[src/rtl/dds_param_regs.sv]
// PicoRV32 memory-mapped parameter bank for the dual-channel DDS.
// Software writes shadow registers; a commit copies them to the active outputs in one edge.
module dds_param_regs #(
  parameter logic [31:0] BASE_ADDR  = 32'h0300_0000,
  parameter logic [31:0] F_WORD_RST = 32'd343597
) (
  input  logic        clk,
  input  logic        rst,
  input  logic        mem_valid,
  input  logic [31:0] mem_addr,
  input  logic [31:0] mem_wdata,
  input  logic [3:0]  mem_wstrb,
  output logic        mem_ready,
  output logic [31:0] mem_rdata,
  input  logic        apply_stb,
  output logic [31:0] f_word_A,
  output logic [31:0] f_word_B,
  output logic [13:0] dds_phase_A,
  output logic [13:0] dds_phase_B,
  output logic [4:0]  amplitude_A,
  output logic [4:0]  amplitude_B,
  output logic [2:0]  wave_A,
  output logic [2:0]  wave_B,
  output logic [7:0]  duty_cycle_A,
  output logic [7:0]  duty_cycle_B,
  output logic [31:0] div_fractor_A,
  output logic [31:0] div_fractor_B,
  output logic [13:0] vol_bias_A,
  output logic [13:0] vol_bias_B,
  output logic        dds_choose_en_A,
  output logic        dds_choose_en_B,
  output logic [1:0]  dds_pwm_choose
);

  typedef struct packed {
    logic [31:0] f_a;
    logic [31:0] f_b;
    logic [13:0] ph_a;
    logic [13:0] ph_b;
    logic [4:0]  amp_a;
    logic [4:0]  amp_b;
    logic [2:0]  wave_a;
    logic [2:0]  wave_b;
    logic [7:0]  duty_a;
    logic [7:0]  duty_b;
    logic [31:0] div_a;
    logic [31:0] div_b;
    logic [13:0] bias_a;
    logic [13:0] bias_b;
    logic        en_a;
    logic        en_b;
    logic [1:0]  pwm;
  } params_t;

  localparam params_t PARAMS_RST = '{
    f_a: F_WORD_RST, f_b: F_WORD_RST, ph_a: '0, ph_b: '0,
    amp_a: 5'd1, amp_b: 5'd1, wave_a: '0, wave_b: '0,
    duty_a: 8'd25, duty_b: 8'd25, div_a: 32'd10000, div_b: 32'd10000,
    bias_a: '0, bias_b: '0, en_a: 1'b1, en_b: 1'b1, pwm: '0
  };

  params_t     shadow, sh_nxt, active;
  logic        sync_mode, sync_nxt, pending;
  logic [15:0] commit_cnt;
  logic [5:0]  idx;
  logic        hit, accept, wr, rd, commit, apply;
  logic [31:0] rword, merged;
  logic        unused_addr_bits;

  assign idx              = mem_addr[7:2];
  assign unused_addr_bits = ^mem_addr[1:0];
  assign hit    = (mem_addr[31:8] == BASE_ADDR[31:8]);
  assign accept = mem_valid && hit && !mem_ready;
  assign wr     = accept && (mem_wstrb != 4'b0000);
  assign rd     = accept && (mem_wstrb == 4'b0000);
  assign commit = wr && (idx == 6'd9) && mem_wstrb[0] && mem_wdata[0];
  assign apply  = pending && (!sync_mode || apply_stb);

  function automatic logic [31:0] merge_bytes(input logic [31:0] old, input logic [31:0] d,
                                              input logic [3:0] be);
    logic [31:0] res;
    res = old;
    for (int unsigned i = 0; i < 4; i++)
      if (be[i]) res[8*i +: 8] = d[8*i +: 8];
    return res;
  endfunction

  always_comb begin
    rword = '0;
    case (idx)
      6'd0: rword = shadow.f_a;
      6'd1: rword = shadow.f_b;
      6'd2: rword = {2'b0, shadow.ph_b, 2'b0, shadow.ph_a};
      6'd3: rword = {5'b0, shadow.wave_b, 3'b0, shadow.amp_b,
                     5'b0, shadow.wave_a, 3'b0, shadow.amp_a};
      6'd4: rword = {16'b0, shadow.duty_b, shadow.duty_a};
      6'd5: rword = shadow.div_a;
      6'd6: rword = shadow.div_b;
      6'd7: rword = {2'b0, shadow.bias_b, 2'b0, shadow.bias_a};
      6'd8: rword = {27'b0, sync_mode, shadow.pwm, shadow.en_b, shadow.en_a};
      6'd9: rword = {commit_cnt, 15'b0, pending};
      default: rword = '0;
    endcase
  end

  // Byte-strobe merge reuses the readback word so unimplemented bits stay zero.
  assign merged = merge_bytes(rword, mem_wdata, mem_wstrb);

  always_comb begin
    sh_nxt   = shadow;
    sync_nxt = sync_mode;
    if (wr) begin
      case (idx)
        6'd0: sh_nxt.f_a = merged;
        6'd1: sh_nxt.f_b = merged;
        6'd2: begin
          sh_nxt.ph_a = merged[13:0];
          sh_nxt.ph_b = merged[29:16];
        end
        6'd3: begin
          sh_nxt.amp_a  = merged[4:0];
          sh_nxt.wave_a = merged[10:8];
          sh_nxt.amp_b  = merged[20:16];
          sh_nxt.wave_b = merged[26:24];
        end
        6'd4: begin
          sh_nxt.duty_a = merged[7:0];
          sh_nxt.duty_b = merged[15:8];
        end
        6'd5: sh_nxt.div_a = merged;
        6'd6: sh_nxt.div_b = merged;
        6'd7: begin
          sh_nxt.bias_a = merged[13:0];
          sh_nxt.bias_b = merged[29:16];
        end
        6'd8: begin
          sh_nxt.en_a = merged[0];
          sh_nxt.en_b = merged[1];
          sh_nxt.pwm  = merged[3:2];
          sync_nxt    = merged[4];
        end
        default: ;
      endcase
    end
  end

  always_ff @(posedge clk or posedge rst) begin
    if (rst) begin
      shadow     <= PARAMS_RST;
      active     <= PARAMS_RST;
      sync_mode  <= 1'b0;
      pending    <= 1'b0;
      commit_cnt <= '0;
      mem_ready  <= 1'b0;
      mem_rdata  <= '0;
    end else begin
      mem_ready <= accept;
      mem_rdata <= rd ? rword : '0;
      shadow    <= sh_nxt;
      sync_mode <= sync_nxt;
      // Active takes the pre-write shadow; a same-edge COMMIT re-arms pending.
      if (apply) begin
        active     <= shadow;
        commit_cnt <= commit_cnt + 16'd1;
      end
      if (commit)     pending <= 1'b1;
      else if (apply) pending <= 1'b0;
    end
  end

  assign f_word_A        = active.f_a;
  assign f_word_B        = active.f_b;
  assign dds_phase_A     = active.ph_a;
  assign dds_phase_B     = active.ph_b;
  assign amplitude_A     = active.amp_a;
  assign amplitude_B     = active.amp_b;
  assign wave_A          = active.wave_a;
  assign wave_B          = active.wave_b;
  assign duty_cycle_A    = active.duty_a;
  assign duty_cycle_B    = active.duty_b;
  assign div_fractor_A   = active.div_a;
  assign div_fractor_B   = active.div_b;
  assign vol_bias_A      = active.bias_a;
  assign vol_bias_B      = active.bias_b;
  assign dds_choose_en_A = active.en_a;
  assign dds_choose_en_B = active.en_b;
  assign dds_pwm_choose  = active.pwm;

endmodule
[config.mk]
export PLATFORM = sky130hd
export DESIGN_NAME = dds_param_regs
export DESIGN_NICKNAME = d
export VERILOG_FILES = /design/src/rtl/dds_param_regs.sv
export SDC_FILE = /design/constraint.sdc
export NUM_CORES = 1
export LEC_CHECK = 0
export ABC_AREA = 1
export CORE_ASPECT_RATIO = 1.75
export CORE_MARGIN = 2
export CORE_UTILIZATION = 58
export DETAILED_ROUTE_END_ITERATION = 12
export PLACE_DENSITY = 0.85
export REMOVE_ABC_BUFFERS = 1
export SLEW_MARGIN = 25
export SYNTH_ARGS = -nofsm -noshare
export SYNTH_HDL_FRONTEND = slang
export SYNTH_SLANG_ARGS = --single-unit
[constraint.sdc]
create_clock -name clk -period 53.3 [get_ports clk]
set_input_delay 10.66 -clock clk [delete_from_list [all_inputs] [get_ports clk]]
set_output_delay 10.66 -clock clk [all_outputs]
set_load 0.02 [all_outputs]
==> impl_results.md <==
* Share of cells above drive strength 1 at 9.75%
* CP max-delay cell: nand3_2
* Vias in the first global route at 19000
* Max-cap viol count at 0
* Seq cells post-synth at 491
* Resize count post-CTS at 0
* CTS tree: yes
* Die height at 256 µm
* GRT Overall Usage at 35.9%
* Most used DFF post-synth: dfrtp_1
* Hold buffers post-CTS at 0
* Asr flop ratio synth at 100%
* Endpoints failing hold at 0
* Crit share post-route at 26.0%
* Horiz. Die Dim at 148 µm
* Mapped Area at 0.0211 mm²
* 1st-iter DRT viols at 2131
* Leak Pwr at 12.4 nW
* WL per Instance at 21.1 µm
* Top cells by area, synth: dfrtp_1 48%, nand2_1 18%, dfstp_2 10%, nand3_1 5.8%, o21ai_0 4.0%
* First-pass GRT wire length at 105000 µm
* Initial antenna violation count at 2
* Vias at 19100
* Postcts setup bufs at 0
* Final net count at 2830
* Post-Syn Instances at 2502
* Root buffer cell: clkbuf_16
* Rows at 92
* Final clock skew at 0.0118 ns
* DRT Pass-1 Iters at 6
* Routed WL at 68800 µm
* Slew margin rel. at 23.5%
* DIE AREA at 0.0380 mm²
* Core area at 0.0359 mm²
* Avg Inst Size Synth at 8.44 µm²
* Startpoint Class: primary input
* Clk buf depth at 3
* Area delta synth->final at 23.4%
* Initial Util at 58.8%
* Worst EP required at 53.74 ns
* Cell Pwr Density at 27.4 mW/mm²
* RSZ-0062 raised after global routing: no
* Sequential fraction of the synthesis area at 58.7%
* Hold WC Path Type: reg2reg
* CP arrival at 14.31 ns
* Worst path buffer plus inverter count at 3
* DP Wirelength at 41900 µm
* CTS H-tree lvls at 2
* Max VDD drop at 0.0227 mV
* GP Congestion at 0.917
* Period minus WS final at 13.87 ns
* Crit-path cells: clkdlybuf4s50_1 > nor2_4 > nand3_2 > nor2_4 > buf_4 > inv_2 > nand2_1 > nand2_1
* Port buffer count at 322
* Crit path max-delay family: simple AND/OR/NAND/NOR gates
* CTS sink cnt at 491
* Number of I/O pins at 325
* Worst setup EP type: flop
* Crit Path Max Fanout at 33
* Slew at the pin closest to its max-slew limit at 1.14 ns
* WS Path Type: in2reg
* Crit-path max cell delay at 0.88 ns
* Area leader, netlist: dfrtp_1
* Hold WS at 0.469 ns
* DRC at 0
* Layout fillers at 2598
* Post-route antenna net violation count at 0
* Gr ovfl total at 0
* Final core utilization at 72.6%
* Area share of the largest cell type after synthesis at 48.2%
* Largest net degree at the start of global routing at 280
* Yosys cell types at 33
* Final Slew Violations at 0
* Mean number of vias per cell at 5.87
* Skew-Pair Late Insertion Delay at 0.56 ns
* Clock-pin transition on the worst setup and hold timing paths at 0.07 ns
* Fmax at 0.0721 GHz
* Yosys warning total at 0
* Setup TNS at 0 ns
* Number of synthesized flops with an enable pin at 0
* Final setup vio count at 0
* Inserted Clock Buffers at 43
* Status: finished, final reports clean
[metrics by stage]
stage	std cells	total power (W)	instance area, µm²	setup WS (ns)
detailed placement	3181	0.000404	24600	39.11
CTS	3259	0.000715	26000	39.68
global placement	3181	0.000403	24600	39.17
global route	3262	0.000732	26100	39.49
finish	3262	0.000714	26100	39.43
floorplan	2368	0.000393	20600	29.07
[sequential cells by signal (all words and copies together) (netlist names), 14 cells and up]
signal and count:
div_fractor_A 32, commit_cnt 16, vol_bias_A 14, mem_rdata 32, dds_phase_B 14, f_word_B 32, vol_bias_B 14, dds_phase_A 14
shadow 220, div_fractor_B 32, f_word_A 32
[cells in the mapped netlist, types with 18 or more instances]
cell and number:
clkbuf_1 81, buf_1 18, nor2_1 113, or2_2 31, nand2_1 996, buf_2 26, o21ai_0 170, a21oi_1 31
nand3_2 20, dfrtp_1 407, inv_1 159, dfstp_2 84, nand3_1 246, o22ai_1 26
[routing by layer]
metal	global-route usage, %	up-vias	share of wire [%]
li1	-	8383	-
met1	42.5	9079	34
met2	58.4	1318	48
met3	6.07	353	9.8
met4	27.1	0	8.8
met5	0	-	0
[cell families after synthesis]
logic type | synth area share, %
simple gates | 29.1
flops | 58.7
buf+inv | 5.76
compound gates | 5.84
xor+xnor | 0.580
fa+ha+maj | 0.0592
[worst paths after layout]
| check | startpoint | endpoint | slack, ns | cells after the start |
|---|---|---|---|---|
| min reg2reg | div_fractor_A[13]$_DFFE_PP1P_ | div_fractor_A[13]$_DFFE_PP1P_ | 0.47 | 2 |
| min | div_fractor_A[13]$_DFFE_PP1P_ | div_fractor_A[13]$_DFFE_PP1P_ | 0.47 | 2 |
| max | mem_addr[7] | shadow[215]$_DFFE_PP0P_ | 39.43 | 8 |
| max reg2reg | sync_mode$_DFFE_PP0P_ | f_word_B[7]$_DFFE_PP0P_ | 50.29 | 6 |
| max in group asynchronous | rst | div_fractor_B[12]$_DFFE_PP0P_ | 40.69 | 4 |
| min in group asynchronous | rst | shadow[43]$_DFFE_PP0P_ | 10.65 | 2 |
[worst register-to-register path, cell delays in order, from the launching register on]
cell      delay (ns)
dfrtp_1         0.44
nand2_1         0.13
nand2_4         0.56
clkinv_2        0.79
buf_4           0.64
nand2_1         0.25
nand2_1         0.08
[power by group]
| part | total (W) | internal, W | switching, W | leakage, nW |
|---|---|---|---|---|
| Clock | 0.000317 | 0.000178 | 0.000139 | 0.706 |
| Sequential | 0.000373 | 0.000373 | 0.00000000000254 | 6.53 |
| Combinational | 0.0000244 | 0.00000726 | 0.0000171 | 5.19 |
[final cells by class]
| class | count | area [µm²] | area share, % |
|---|---|---|---|
| diodes | 2 | 5.00 | 0.0192 |
| clock buffers | 68 | 1340 | 5.15 |
| clock inverters | 10 | 81.3 | 0.312 |
| inverters | 173 | 658 | 2.53 |
| multi-input cells | 1704 | 7550 | 29.0 |
| flip-flops and latches | 491 | 12400 | 47.6 |
| well taps | 470 | 588 | 2.26 |
| repair buffers | 344 | 3440 | 13.2 |
[cells in the final DEF (no fill, tap or decap), types with 8 or more instances in the layout]
cell             Yosys  routed
a21oi_1             31      31
buf_4                8      17
clkbuf_1            81      10
clkbuf_16            0      45
clkbuf_8             0      13
clkdlybuf4s50_1      0     322
clkinv_2             0       8
dfrtp_1            407     407
dfstp_2             84      84
inv_1              159     158
inv_2               13      13
nand2_1            996     995
nand3_1            246     246
nand3_2             20      20
nor2_1             113     112
nor2_2              13       9
nor2_4               7      12
o21ai_0            170     170
o22ai_1             26      26
or2_2               31      31
xor2_1              11      11
Power figures use the tool's default switching activity.
